===== config.mk =====
export PLATFORM = sky130hd
export DESIGN_NAME = proc_trace_capture
export DESIGN_NICKNAME = d
export VERILOG_FILES = /design/src/rtl/proc_trace_capture.sv
export SDC_FILE = /design/constraint.sdc
export NUM_CORES = 1
export LEC_CHECK = 0
export CAP_MARGIN = 20
export CORE_MARGIN = 2
export CORE_UTILIZATION = 39
export DETAILED_ROUTE_END_ITERATION = 7
export SYNTH_ARGS = -nofsm -noshare
export SYNTH_HDL_FRONTEND = slang
export SYNTH_SLANG_ARGS = --single-unit

===== constraint.sdc =====
create_clock -name Clk -period 3.3 [get_ports Clk]
set_input_delay 0.66 -clock Clk [delete_from_list [all_inputs] [get_ports Clk]]
set_output_delay 0.66 -clock Clk [all_outputs]
set_load 0.1 [all_outputs]

===== src/rtl/proc_trace_capture.sv =====
// rtl/proc_trace_capture.sv - instruction trace recorder with circular buffer, halt stop and drain port
// Optional feature macro: TRACE_TIMESTAMP_EN (prepends a free-running cycle timestamp to each record)
module proc_trace_capture #(
  parameter int PC_W = 7,
  parameter int IR_W = 16,
  parameter int ST_W = 4,
  parameter int DEPTH = 16,
  parameter logic [ST_W-1:0] DECODE_ST = 4'h2,
  parameter logic [IR_W-1:0] HALT_IR = 16'h5000,
  parameter int TS_W = 16,
  localparam int REC_W = PC_W + IR_W
`ifdef TRACE_TIMESTAMP_EN
                         + TS_W
`endif
  ,
  localparam int AW = $clog2(DEPTH),
  localparam int CW = $clog2(DEPTH) + 1
) (
  input  logic             Clk,
  input  logic             Reset,
  input  logic [PC_W-1:0]  PC_In,
  input  logic [IR_W-1:0]  IR_In,
  input  logic [ST_W-1:0]  State_In,
  input  logic             Arm,
  input  logic             Rd_En,
  output logic [REC_W-1:0] Rd_Data,
  output logic             Rd_Valid,
  output logic [CW-1:0]    Count,
  output logic             Wrapped,
  output logic             Halted,
  output logic             Busy
);

  if (DEPTH < 2 || (DEPTH & (DEPTH - 1)) != 0 || TS_W < 1) begin : g_bad_param
    $error("proc_trace_capture: DEPTH must be a power of 2 >= 2 and TS_W >= 1");
  end

  typedef enum logic [1:0] {S_IDLE, S_ARMED, S_DONE} state_t;

  state_t           state_q, state_d;
  logic [REC_W-1:0] mem [DEPTH];
  logic [AW-1:0]    wr_ptr, rd_ptr;
  logic             dec_q;
  logic             dec_now, cap, pop, full, is_halt;
  logic [REC_W-1:0] rec;

`ifdef TRACE_TIMESTAMP_EN
  logic [TS_W-1:0] ts_q;

  always_ff @(posedge Clk) begin
    if (!Reset || Arm) ts_q <= '0;
    else               ts_q <= ts_q + TS_W'(1);
  end

  assign rec = {ts_q, PC_In, IR_In};
`else
  assign rec = {PC_In, IR_In};
`endif

  // Only the first cycle of a decode state counts, so stalls in decode log once.
  assign dec_now = (State_In == DECODE_ST);
  assign cap     = (state_q == S_ARMED) && dec_now && !dec_q && !Arm;
  assign is_halt = (IR_In == HALT_IR);
  assign full    = (Count == CW'(DEPTH));
  assign pop     = (state_q == S_DONE) && Rd_En && (Count != '0) && !Arm;
  assign Busy    = (state_q == S_ARMED);

  always_comb begin
    state_d = state_q;
    if (Arm)                 state_d = S_ARMED;
    else if (cap && is_halt) state_d = S_DONE;
  end

  always_ff @(posedge Clk) begin
    if (!Reset) state_q <= S_IDLE;
    else        state_q <= state_d;
  end

  always_ff @(posedge Clk) begin
    if (Reset && cap) mem[wr_ptr] <= rec;
  end

  always_ff @(posedge Clk) begin
    if (!Reset) begin
      wr_ptr   <= '0;
      rd_ptr   <= '0;
      Count    <= '0;
      Wrapped  <= 1'b0;
      Halted   <= 1'b0;
      Rd_Data  <= '0;
      Rd_Valid <= 1'b0;
      dec_q    <= 1'b0;
    end else begin
      dec_q    <= dec_now;
      Rd_Valid <= 1'b0;
      if (Arm) begin
        wr_ptr  <= '0;
        rd_ptr  <= '0;
        Count   <= '0;
        Wrapped <= 1'b0;
        Halted  <= 1'b0;
        Rd_Data <= '0;
      end else begin
        if (cap) begin
          wr_ptr <= wr_ptr + AW'(1);
          // When full the write lands on the oldest entry, so the read side slides forward.
          if (full) begin
            rd_ptr  <= rd_ptr + AW'(1);
            Wrapped <= 1'b1;
          end else begin
            Count <= Count + CW'(1);
          end
          if (is_halt) Halted <= 1'b1;
        end
        if (pop) begin
          Rd_Data  <= mem[rd_ptr];
          Rd_Valid <= 1'b1;
          rd_ptr   <= rd_ptr + AW'(1);
          Count    <= Count - CW'(1);
        end
      end
    end
  end

endmodule


==> results.md <==
- CP Max Fanout: 6
- Num rows: 73
- Yosys warnings: 0
- Largest net degree at the start of global routing: 47
- Worst skew pair latency: 0.53 ns
- Power share of the combinational group: 0.015
- Clock power share: 0.446
- Sw power: 2.002 mW
- IO Pins: 63
- Syn Area/Cell: 21.16 um2
- Root Buffer: clkbuf_16
- Max-slew violation count: 0
- Core area: 39820 um2
- Cells after DPL: 1347
- Number of synthesized flops with an enable pin: 368
- Crit-path cells: or4_4 -> o21ai_4 -> inv_1 -> ha_1 -> a21o_1 -> a21oi_1 -> mux4_2 -> nor2_1
- Outcome: complete, no violations
- Multiplexer share of the synthesized area: 0.1652
- Number of global-route vias before repair: 7798
- CP startpoint kind: flip-flop
- Setup Skew: 0.01335 ns
- Largest area contributor in the netlist: edfxtp_1
- DP HPWL: 19.47 mm
- P_int: 8.442 mW
- Initial core utilization: 0.3963
- Share of cells above drive strength 1: 0.3237
- Period minus WS final: 2.426 ns
- Clk buf depth: 3
- Hold Slack: 0.4811 ns
- Max_slew headroom: 0.4320
- Count of input and output buffers: 62
- Final Wtd Congestion: 0.7596
- Synth Area in Adders: 0.007611
- CTS sink count: 409
- Post-route DRC violation count: 0
- Gr ovfl total: 0
- Width of the chip: 205.2 um
- Non-Filler Instances: 1424
- Final setup TNS: 0 ns
- Initial DRC Count: 548
- Initial DRT Pass Iterations: 4
- Arr. time, crit path: 2.89 ns
- Critical path's slowest cell: or4_4
- Primary FF master, synth: edfxtp_1
- H-tree level count: 2
- Worst path top cell family by delay: simple AND/OR/NAND/NOR gates
- Syn Inst Count: 746
- Crit path required time: 3.77 ns
- TritonCTS clock tree: done
- Commonest non-fill, non-tap cell in the layout: edfxtp_1
- Die area: 42090 um2
- Simple-Gate Fraction of Synth Area: 0.02949
- Fmax: 412.2 MHz
- Power per cell area: 557.8 nW/um2
- Final nets: 906
- Post-synth ARST share: 0
- Worst Path Buf+Inv: 1
- Die Span Y: 205.2 um
- Gr usage total: 0.1629
- Most frequent cells in the layout: 368 x edfxtp_1, 92 x mux4_2, 71 x buf_4, 43 x nor2_1, 43 x clkbuf_16
- Clock transition at the registers of the reported paths: 0.06 ns
- Initial antenna violation count: 0
- Final setup vio count: 0
- Post-CTS Setup Repair Bufs: 0
- Inserted Diodes: 0
- CTS resizes: 0
- Via count: 7450
- Top post-synthesis cells by area: edfxtp_1 70%, mux4_2 13%, dfxtp_1 5.2%, mux2_2 1.6%, mux2i_1 1.6%
- Pre-CTS WS: 0.4408 ns
- Area Overhead vs Synth: 18.65%
- Crit path capture type: flip-flop
- Net Sw Frac: 0.1917
- Post-Syn Nets: 786
- Min-delay worst type: flip-flop to flip-flop
- Max-capacitance violation count: 0
- First-pass GRT wire length: 49.95 mm
- Final worst path period share: 0.7352
- Avg WL per Cell: 23.46 um
- CP Class: flip-flop to flip-flop
- Peak VDD IR: 0.0002915 V
- Via-to-Cell Ratio: 5.232
- Leak pwr: 5.817 nW
- Yosys cell types: 49
- Largest family of logic cells by synthesized area: multiplexers
- Antenna Nets Post-Route: 0
- Final Hold Viols: 0
- CTS Hold Buffers Added: 0
- Sequential area share after synthesis: 0.7522
- Seq cells post-synth: 409
- Fin worst setup slack: 0.8738 ns
- Tightest Pin Transition: 0.8499 ns
- Power share of the sequential group: 0.540
- Xor/xnor share of the synthesized area: 0.004994
- Routed wire length: 33.41 mm
- Internal reg-to-reg setup slack: 0.87 ns
- Post-synthesis compound-gate area fraction: 0.02077
- Top cell type's share of synthesized area: 0.7002
- CTS Buf Count: 42
- Synthesized area: 15780 um2
- Unrepaired setup endpoints after global routing: false
- Max incr delay on CP: 0.60 ns
## Yosys cell counts (7+ instances only)
master	n
xnor2_1	7
nor2_1	55
nand2_1	11
dfxtp_1	41
clkbuf_1	11
mux2i_1	25
mux2_2	23
mux4_2	92
buf_2	7
ha_1	8
edfxtp_1	368
a221o_1	23
inv_1	8
## routing by layer
metal	wire [um]	track usage
met2	16230	0.2634
met3	1515	0.02784
met4	521	0.04137
met1	15140	0.2306
met5	0	0
## per-stage QoR
step / util / total power [mW] / area (um2)
final: 0.4702 / 10.44 / 18730
after global routing: 0.4702 / 10.76 / 18730
after CTS: 0.4702 / 10.56 / 18730
after detailed placement: 0.4358 / 5.903 / 17360
after global placement: 0.4358 / 5.900 / 17360
after floorplan: - / 5.775 / 15800
## flip-flops by register name (all words and copies together) (netlist names)
| register | count |
|---|---|
| Count | 5 |
| Rd_Data | 23 |
| Rd_Valid | 1 |
| Wrapped | 1 |
| wr_ptr | 4 |
| dec_q | 1 |
| rd_ptr | 4 |
| state_q | 2 |
| mem | 368 |
## cell type report
class | count | area [um2]
fill | 3365 | 21100
sequential | 409 | 11880
tap | 525 | 656.9
clock buffer | 58 | 1182
inverter | 8 | 30.03
multi-input combinational | 291 | 3695
timing repair buffer | 114 | 1094
clock inverter | 19 | 187.7
## kinds of logic (layout without fill, tap and decap cells)
| family | count (synthesis) | after routing |
|---|---|---|
| adders and majority gates | 9 | 9 |
| AOI/OAI and AO/OA | 36 | 36 |
| muxes | 141 | 141 |
| and+or+nand+nor | 96 | 96 |
| xor gates and xnor gates | 9 | 9 |
| buffers and inverters | 46 | 199 |
| DFF | 409 | 409 |
## power groups by stage
stage	clock (mW)	sequential, mW	combinational [mW]
3_3_place_gp	0	5.75	0.154
4_1_cts	4.76	5.64	0.156
6_report	4.65	5.64	0.155
3_5_place_dp	0	5.75	0.156
2_1_floorplan	0	5.75	0.0254
5_1_grt	4.96	5.63	0.169
## worst reg2reg max path: cells and delay by family, from the launching register on
kind / cells / cell delay (ns)
multiplexers: 1 / 0.30
flip-flops: 1 / 0.37
buffers and inverters: 1 / 0.15
adder cells (fa/ha/maj): 1 / 0.34
AND/OR/NAND/NOR: 2 / 0.69
AO/OA/AOI/OAI: 3 / 0.53
## final timing paths
kind | start | to | depth (start not counted)
worst min register to register | Wrapped$_SDFFE_PP0P_ | Wrapped$_SDFFE_PP0P_ | 2
worst min-delay path | Wrapped$_SDFFE_PP0P_ | Wrapped$_SDFFE_PP0P_ | 2
worst max-delay path | Count[0]$_SDFFE_PP0P_ | Count[4]$_SDFFE_PP0P_ | 8
worst max register to register | Count[0]$_SDFFE_PP0P_ | Count[4]$_SDFFE_PP0P_ | 8
No activity file was read; power rests on OpenSTA's default activity.
